File: config.mk
export PLATFORM = sky130hd
export DESIGN_NAME = dm_arbiter
export DESIGN_NICKNAME = d
export VERILOG_FILES = /design/src/rtl/dm_arbiter.sv
export SDC_FILE = /design/constraint.sdc
export NUM_CORES = 1
export LEC_CHECK = 0
export CORE_MARGIN = 2
export CORE_UTILIZATION = 36
export CTS_BUF_LIST = sky130_fd_sc_hd__clkbuf_4 sky130_fd_sc_hd__clkbuf_8 sky130_fd_sc_hd__clkbuf_16
export DETAILED_ROUTE_END_ITERATION = 8
export PLACE_DENSITY = 0.87
export SLEW_MARGIN = 10
export SYNTH_ARGS = -nofsm -noshare
export SYNTH_HDL_FRONTEND = slang
export SYNTH_SLANG_ARGS = --single-unit
File: constraint.sdc
create_clock -name clk -period 1.83 [get_ports clk]
set_clock_uncertainty 0.15 [all_clocks]
set_input_delay 0.2745 -clock clk [delete_from_list [all_inputs] [get_ports clk]]
set_output_delay 0.2745 -clock clk [all_outputs]
set_load 0.01 [all_outputs]
File: src/rtl/dm_arbiter.sv
// dm_arbiter: two-port arbiter/sequencer in front of the 1024x32 data memory.
// Ports: clk, rst_n (async active-low); pN_req/we/loadb/addr/wdata in,
//   pN_gnt/ack/rdata out (N = 0 CPU MEM stage, 1 debug/DMA loader);
//   dm_addr/din/we/loadb/byte out to the memory, dm_dout in from it.
// Optional macro DM_ARB_STATS_EN adds stats_clr in, p0_cnt/p1_cnt out
//   (saturating per-port completed-access counters).
module dm_arbiter #(
    parameter int ARB_MODE = 0,
    parameter int RR_INIT  = 0
) (
    input  logic        clk,
    input  logic        rst_n,
    input  logic        p0_req,
    input  logic [1:0]  p0_we,
    input  logic        p0_loadb,
    input  logic [11:0] p0_addr,
    input  logic [31:0] p0_wdata,
    output logic        p0_gnt,
    output logic        p0_ack,
    output logic [31:0] p0_rdata,
    input  logic        p1_req,
    input  logic [1:0]  p1_we,
    input  logic        p1_loadb,
    input  logic [11:0] p1_addr,
    input  logic [31:0] p1_wdata,
    output logic        p1_gnt,
    output logic        p1_ack,
    output logic [31:0] p1_rdata,
    output logic [9:0]  dm_addr,
    output logic [31:0] dm_din,
    output logic [1:0]  dm_we,
    output logic        dm_loadb,
    output logic [1:0]  dm_byte,
    input  logic [31:0] dm_dout
`ifdef DM_ARB_STATS_EN
    ,
    input  logic        stats_clr,
    output logic [15:0] p0_cnt,
    output logic [15:0] p1_cnt
`endif
);

    typedef enum logic [1:0] {IDLE, ACCESS, DONE} state_e;

    state_e      state_q;
    logic        ptr_q;
    logic        win_q;
    logic        p0_gnt_q, p1_gnt_q;
    logic        p0_ack_q, p1_ack_q;
    logic [31:0] p0_rdata_q, p1_rdata_q;
    logic [9:0]  dm_addr_q;
    logic [31:0] dm_din_q;
    logic [1:0]  dm_we_q;
    logic        dm_loadb_q;
    logic [1:0]  dm_byte_q;

    logic        pick_d;
    logic [1:0]  sel_we;
    logic        sel_loadb;
    logic [11:0] sel_addr;
    logic [31:0] sel_wdata;
    logic [1:0]  we_d;
    logic        loadb_d;

    // Winner selection; only meaningful while at least one req is high.
    always_comb begin
        pick_d = 1'b0;
        if (p0_req && p1_req) begin
            pick_d = (ARB_MODE == 1) ? 1'b0 : ptr_q;
        end else if (p1_req) begin
            pick_d = 1'b1;
        end
    end

    always_comb begin
        sel_we    = pick_d ? p1_we    : p0_we;
        sel_loadb = pick_d ? p1_loadb : p0_loadb;
        sel_addr  = pick_d ? p1_addr  : p0_addr;
        sel_wdata = pick_d ? p1_wdata : p0_wdata;
        // Reserved encoding 11 degrades to a read.
        we_d      = (sel_we == 2'b11) ? 2'b00 : sel_we;
        // Load-byte only makes sense for reads.
        loadb_d   = sel_loadb && (we_d == 2'b00);
    end

    // The dm_* registers double as the latched command; dm_we is the
    // only one cleared outside ACCESS, and reset clears it at once.
    always_ff @(posedge clk or negedge rst_n) begin
        if (!rst_n) begin
            state_q    <= IDLE;
            ptr_q      <= (RR_INIT != 0);
            win_q      <= 1'b0;
            p0_gnt_q   <= 1'b0;
            p1_gnt_q   <= 1'b0;
            p0_ack_q   <= 1'b0;
            p1_ack_q   <= 1'b0;
            p0_rdata_q <= 32'd0;
            p1_rdata_q <= 32'd0;
            dm_addr_q  <= 10'd0;
            dm_din_q   <= 32'd0;
            dm_we_q    <= 2'b00;
            dm_loadb_q <= 1'b0;
            dm_byte_q  <= 2'b00;
        end else begin
            unique case (state_q)
                IDLE: begin
                    if (p0_req || p1_req) begin
                        win_q      <= pick_d;
                        p0_gnt_q   <= ~pick_d;
                        p1_gnt_q   <= pick_d;
                        dm_addr_q  <= sel_addr[11:2];
                        dm_byte_q  <= sel_addr[1:0];
                        dm_din_q   <= sel_wdata;
                        dm_we_q    <= we_d;
                        dm_loadb_q <= loadb_d;
                        state_q    <= ACCESS;
                    end
                end
                ACCESS: begin
                    dm_we_q <= 2'b00;
                    if (win_q) begin
                        p1_rdata_q <= dm_dout;
                        p1_ack_q   <= 1'b1;
                    end else begin
                        p0_rdata_q <= dm_dout;
                        p0_ack_q   <= 1'b1;
                    end
                    state_q <= DONE;
                end
                DONE: begin
                    p0_ack_q <= 1'b0;
                    p1_ack_q <= 1'b0;
                    p0_gnt_q <= 1'b0;
                    p1_gnt_q <= 1'b0;
                    if (ARB_MODE == 0) begin
                        ptr_q <= ~ptr_q;
                    end
                    state_q <= IDLE;
                end
                default: state_q <= IDLE;
            endcase
        end
    end

    assign p0_gnt   = p0_gnt_q;
    assign p1_gnt   = p1_gnt_q;
    assign p0_ack   = p0_ack_q;
    assign p1_ack   = p1_ack_q;
    assign p0_rdata = p0_rdata_q;
    assign p1_rdata = p1_rdata_q;
    assign dm_addr  = dm_addr_q;
    assign dm_din   = dm_din_q;
    assign dm_we    = dm_we_q;
    assign dm_loadb = dm_loadb_q;
    assign dm_byte  = dm_byte_q;

`ifdef DM_ARB_STATS_EN
    logic [15:0] p0_cnt_q, p1_cnt_q;

    // Clear wins over a same-cycle increment.
    always_ff @(posedge clk or negedge rst_n) begin
        if (!rst_n) begin
            p0_cnt_q <= 16'd0;
            p1_cnt_q <= 16'd0;
        end else if (stats_clr) begin
            p0_cnt_q <= 16'd0;
            p1_cnt_q <= 16'd0;
        end else begin
            if (p0_ack_q && (p0_cnt_q != 16'hFFFF)) begin
                p0_cnt_q <= p0_cnt_q + 16'd1;
            end
            if (p1_ack_q && (p1_cnt_q != 16'hFFFF)) begin
                p1_cnt_q <= p1_cnt_q + 16'd1;
            end
        end
    end

    assign p0_cnt = p0_cnt_q;
    assign p1_cnt = p1_cnt_q;
`endif

endmodule

## Word-level counts from Yosys, hierarchy flattened

Cells that the tools add are included.

- Equality and inequality tests: 6
- Reduce and logical (&&, ||, !) cells: 15
- Muxes and demuxes: 19
- Bitwise gates (word level): 3

Operators by type and width:

| cell | count |
|---|---|
| 2-to-1 mux 32 bit | 1 |
| AND reduction 2 bit | 7 |
| 2-to-1 mux 12 bit | 1 |
| 2-to-1 mux 2 bit | 4 |
| case mux 1 bit (2 select lines) | 4 |
| case mux 2 bit (2 select lines) | 2 |
| 2-to-1 mux 1 bit | 7 |
| inequality test 2 bit (second input constant) | 3 |
| nonzero test 2 bit | 3 |
| == test 2 bit (second input constant) | 2 |
| logical NOT 2 bit | 2 |
| NOT 1 bit | 3 |
| == test 2 x 1 -> 1 bit (second input constant) | 1 |
| logical AND 1 bit | 2 |
| logical OR 1 bit | 1 |

- Flip-flop bits (word level): 119
- Logic and storage cells: 57
- Output and inout port bits: 115

## Logic depth before layout (Yosys ltp)

Gate-level depths: netlist (run 1).

- Depth in word-level cells: 7
- Mapped depth: 7
- Mapped depth without buffers: 7

## Worst setup path before layout (run 1)

OpenSTA, ideal clock, no wires.

- Path kind: flip-flop to flip-flop
- Start: register ptr_q
- End: register dm_loadb_q (netlist: dm_loadb)
- Required time: 1.597 ns
- Setup time: 0.083 ns
- Path buffers: 0
- Stages on the path, launching flop included: 6
- Clock period less this slack: 1.709 ns
- Arrival: 1.477 ns
- Setup slack: 0.121 ns
- Cells stage by stage: dfrtp_1 > o21ai_2 > mux2_2 > ha_1 > nand2_1 > o21ai_0

- Cells in the longest elaborated chain, start to end: 6
- Elaborated cells between the ends (all ways): 7
- Those cells by class: 1 x eq/ne; 4 x mux; 2 x reduce/logical

RTL lines:

| what | line | source |
|---|---|---|
| start, declared | 46 | `logic ptr_q;` |
| start signal, assigned | 91 | `ptr_q <= (RR_INIT != 0);` |
| start signal, assigned | 136 | `ptr_q <= ~ptr_q;` |
| 2-to-1 mux 1 bit * | 68 | `if (p0_req && p1_req) begin` |
| 2-to-1 mux 2 bit | 76 | `sel_we = pick_d ? p1_we : p0_we;` |
| == test 2 bit | 81 | `we_d = (sel_we == 2'b11) ? 2'b00 : sel_we;` |
| 2-to-1 mux 2 bit | 81 |  |
| logical NOT 2 bit | 83 | `loadb_d = sel_loadb && (we_d == 2'b00);` |
| logical AND 1 bit * | 83 |  |
| end signal, assigned | 115 | `dm_loadb_q <= loadb_d;` |
| end, declared | 54 | `logic dm_loadb_q;` |

Every way passes the cells marked *; elsewhere a longest branch is shown, timed or not.
A chain may end at the register's enable or synchronous reset.

## Worst setup path in the final report (run 1)

- Start: register dm_addr_q[3] (netlist: dm_addr[3])
- End: output dm_addr[3]

RTL lines:

| what | line | source |
|---|---|---|
| start, declared | 51 | `logic [9:0] dm_addr_q;` |
| start signal, assigned | 111 | `dm_addr_q <= sel_addr[11:2];` |
| end, declared | 29 | `output logic [9:0] dm_addr,` |

No word-level cell between the ends.

==> results of run 1 <==
-- cell type report --
type,count,area [sq um]
Sequential cell,119,2980
Clock inverter,14,128
Tap cell,176,220
Clock buffer,18,439
Multi-Input combinational cell,185,1700
Inverter,7,26.3
Fill cell,992,5000
Timing Repair Buffer,259,2650
-- cell usage in the layout (no fill, tap or decap), types with 7 or more instances in the layout --
cell type | Yosys | routed
clkdlybuf4s50_1 | 0 | 240
dfrtp_1 | 119 | 119
and2_1 | 44 | 44
a221o_1 | 44 | 44
mux2_2 | 34 | 34
mux2_1 | 31 | 31
clkbuf_16 | 0 | 17
buf_4 | 7 | 8
nand2_1 | 7 | 7
clkinv_4 | 0 | 7
buf_12 | 0 | 7
-- path summary, 6_finish.rpt --
| check | cells past startpoint | endpoint | start |
|---|---|---|---|
| min in group clk | 2 | dm_din[15]$_DFFE_PN0P_ | p1_wdata[15] |
| max reg2reg | 6 | dm_loadb$_DFFE_PN0P_ | ptr_q$_DFFE_PN0P_ |
| min reg2reg | 1 | p1_rdata[6]$_DFFE_PN0P_ | p1_rdata[6]$_DFFE_PN0P_ |
| min | 2 | p1_rdata[20]$_DFFE_PN0P_ | rst_n |
| max | 1 | dm_addr[3] | dm_addr[3]$_DFFE_PN0P_ |
| max in group asynchronous | 3 | dm_byte[0]$_DFFE_PN0P_ | rst_n |
-- power groups by stage --
stage          clock, mW  sequential, mW  combinational [mW]
3_5_place_dp           0            4.81                6.62
3_3_place_gp           0            4.75                6.41
6_report            3.13            4.79                6.52
2_1_floorplan          0            5.29                2.39
5_1_grt             3.34            4.96                6.94
4_1_cts             3.21            4.81                6.62
-- registers in the layout, indices dropped and copies added, names as in the netlist --
signal    count
dm_we         2
p0_rdata     32
p0_ack        1
dm_addr      10
win_q         1
ptr_q         1
p0_gnt        1
dm_loadb      1
p1_rdata     32
state_q       2
dm_din       32
p1_ack        1
dm_byte       2
p1_gnt        1
-- synth_stat cells --
cell,number,share of area [%]
buf_4,7,1.1
nand3_1,2,0.21
o21ai_0,1,0.10
a21o_1,1,0.16
inv_1,4,0.31
a2bb2oi_1,1,0.18
clkbuf_2,4,0.42
o2bb2ai_1,2,0.36
a31o_2,1,0.18
dfrtp_1,119,62
nand2_1,7,0.55
mux2_2,34,8.0
buf_6,3,0.70
a221o_1,44,9.1
mux2i_1,2,0.42
a21oi_1,2,0.21
o21ai_1,1,0.10
nor2_1,3,0.23
buf_2,3,0.31
xnor2_1,1,0.18
inv_2,3,0.23
a2111oi_4,1,0.57
and2_1,44,5.7
clkbuf_1,3,0.23
ha_1,2,0.52
nand2_2,2,0.26
nor3_2,1,0.21
o21ai_2,1,0.18
nor2_2,1,0.13
mux2_1,31,7.3
-- through the flow --
step	utilization (%)	area, sq um	power, mW	std cells
2_1_floorplan	-	4810	7.68	331
3_3_place_gp	57.5	7560	11.2	745
3_5_place_dp	57.5	7560	11.4	745
4_1_cts	61.9	8130	14.6	778
5_1_grt	62.0	8140	15.2	778
6_report	62.0	8140	14.4	778
-- what timing repair did --
action | in CTS | in global routing
endpoints found under the setup margin | 0 | 3
hold endpoints to repair | 119 | 0
hold buffers | 1 | 0
resized for setup | 0 | 3
-- routing by layer --
metal | global-route usage [%] | wire length (microns) | vias up
li1 | - | - | 1730
met1 | 21.3 | 5220 | 1815
met2 | 31.9 | 6440 | 193
met3 | 5.89 | 1050 | 18
met4 | 6.76 | 215 | 0
met5 | 0 | 0 | -
-- cell families (layout without fill, tap and decap cells) --
logic type / after synthesis / after routing / synth area share [%]
flip-flops: 119 / 119 / 61.9
multiplexers: 67 / 67 / 15.6
AND/OR/NAND/NOR: 60 / 60 / 7.30
XOR/XNOR: 1 / 1 / 0.182
adder cells (fa/ha/maj): 2 / 2 / 0.520
AO/OA/AOI/OAI: 55 / 55 / 11.2
buffers and inverters: 27 / 298 / 3.30
-- worst reg2reg max path, stage by stage, from the launching register on --
cell and delay [ns]:
dfrtp_1 0.44, o21ai_2 0.20, buf_4 0.17, mux2i_1 0.26, ha_1 0.27, nand2_1 0.06
o21ai_0 0.07
==> results.py, run 1 <==
metrics = {
    "setup_path": {
        "setup.worst_path.end_class": "output pin",
        "worstPathArrival_ns": 1.33,
        "worst_path_largest_cell_delay_ns": 0.58,
        "worstSetupStartpointType": "register",
        "crit_path_cell_trace": "clkdlybuf4s50_1",
        "worst_path_max_delay_cell": "clkdlybuf4s50_1",
        "critical_path_class": "reg -> out",
        "critical_path.n_buffers_inverters": 1,
        "timing.reg2reg.setup_slack_ns": 0.10,
        "cp_top_family": "buffers and inverters",
        "worst_ep_required_time_ns": 1.41,
        "crit_fanout": 2,
    },
    "sta": {
        "timing_hold_violations_final": 0,
        "final_critical_path_setup_slack_ns": 0.0737,
        "timing_max_transition_violations_final": 0,
        "period_needed_ns": 1.76,
        "slew_headroom_pct": 75.8,
        "final-setup-viol-count": 0,
        "worst_slew_pin_slew_ns": 0.363,
        "post_route_clock_period_utilization_pct": 96.0,
        "holdWs_ns": 0.176,
        "fin_setup_tns_ns": 0,
        "rsz0062_at_grt": "false",
        "fmax_mhz": 569,
    },
    "routing": {
        "detailedRoute.firstPassIterationCount": 4,
        "drc": 0,
        "postRouteAntennaNets": 0,
        "wl_per_cell_microns": 16.6,
        "drt-initial-drc-count": 166,
        "via_count": 3756,
        "detailed_route_wl_mm": 12.9,
        "via_per_inst": 4.83,
    },
    "die": {
        "die_h_microns": 120,
        "design.die.area_sq_um": 14300,
        "core_region_area_sq_um": 13100,
        "top_level_ports": 245,
        "floorplan.rows": 42,
        "chipWidth_microns": 120,
        "floorplan.initialDensity_pct": 36.6,
    },
    "global_route": {
        "grt_pass1_vias": 4123,
        "globalRouteTotalUtil_pct": 18.4,
        "grt_start_max_net_pins": 50,
        "antenna_found_initial": 0,
        "grt_pass1_wl_mm": 20.6,
        "grt.overflow.total": 0,
    },
    "synthesis": {
        "synthesis.area_sq_um": 4810,
        "ys_seq_elements": 119,
        "synth_area_per_cell_sq_um": 14.5,
        "post_synth_inst_count": 331,
        "netlist-cell-type-count": 30,
        "syn-num-nets": 463,
        "ys.warnings.count": 0,
        "synth-seq-area-share_pct": 61.9,
    },
    "power_and_ir_drop": {
        "netSwitchingFraction_pct": 31.6,
        "power.density_cell_area_nw_per_um2": 1770,
        "power_frac_seq_pct": 33.2,
        "power.ir.vdd_worst_mv": 0.717,
        "p_leak_nw": 3.45,
        "internal_power_mw": 9.87,
        "switching_power_mw": 4.57,
        "clock_power_share_pct": 21.6,
        "p_comb_share_pct": 45.2,
    },
    "clock_network": {
        "clock_path_buffers": 2,
        "insertion_delay_ns": 0.40,
        "clk_transition_reported_paths_ns": 0.06,
        "cts_inserted_buffers": 17,
        "numClockSinks": 119,
        "ctsRootBufferMaster": "clkbuf_16",
        "ctsHtreeMaxLevel": 4,
        "tritoncts": "yes",
        "number_of_setup_buffers_added_after_cts": 0,
    },
    "min_path": {
        "worst_hold_path_type": "in -> async",
    },
    "run_status": {
        "run_status": "finished, final reports clean",
    },
    "finish": {
        "antenna_cells_inserted": 0,
        "final_layout_size_suffix_gt1_share_pct": 15.3,
        "finalNetCount": 721,
        "area_growth_syn_to_layout_pct": 69.1,
    },
    "run": {
        "maxCapViolations": 0,
    },
    "placed_design": {
        "io_buffer_count": 244,
        "dp_hpwl_mm": 9.56,
        "pre_cts_ws_ns": -0.267,
        "place_congestion": 0.732,
    },
}
Power figures use the tool's default switching activity.
==> run 2: changes to the inputs <==
Settings changed: CTS_CLUSTER_SIZE set to 30.
==> results of run 2 <==
The final DEF is identical to that of run 1; final timing and power are the same.
==> run 3: changes to the inputs <==
Settings changed: CTS_CLUSTER_DIAMETER set to 200.
==> results of run 3 <==
The final DEF is identical to that of run 1; final timing and power are the same.
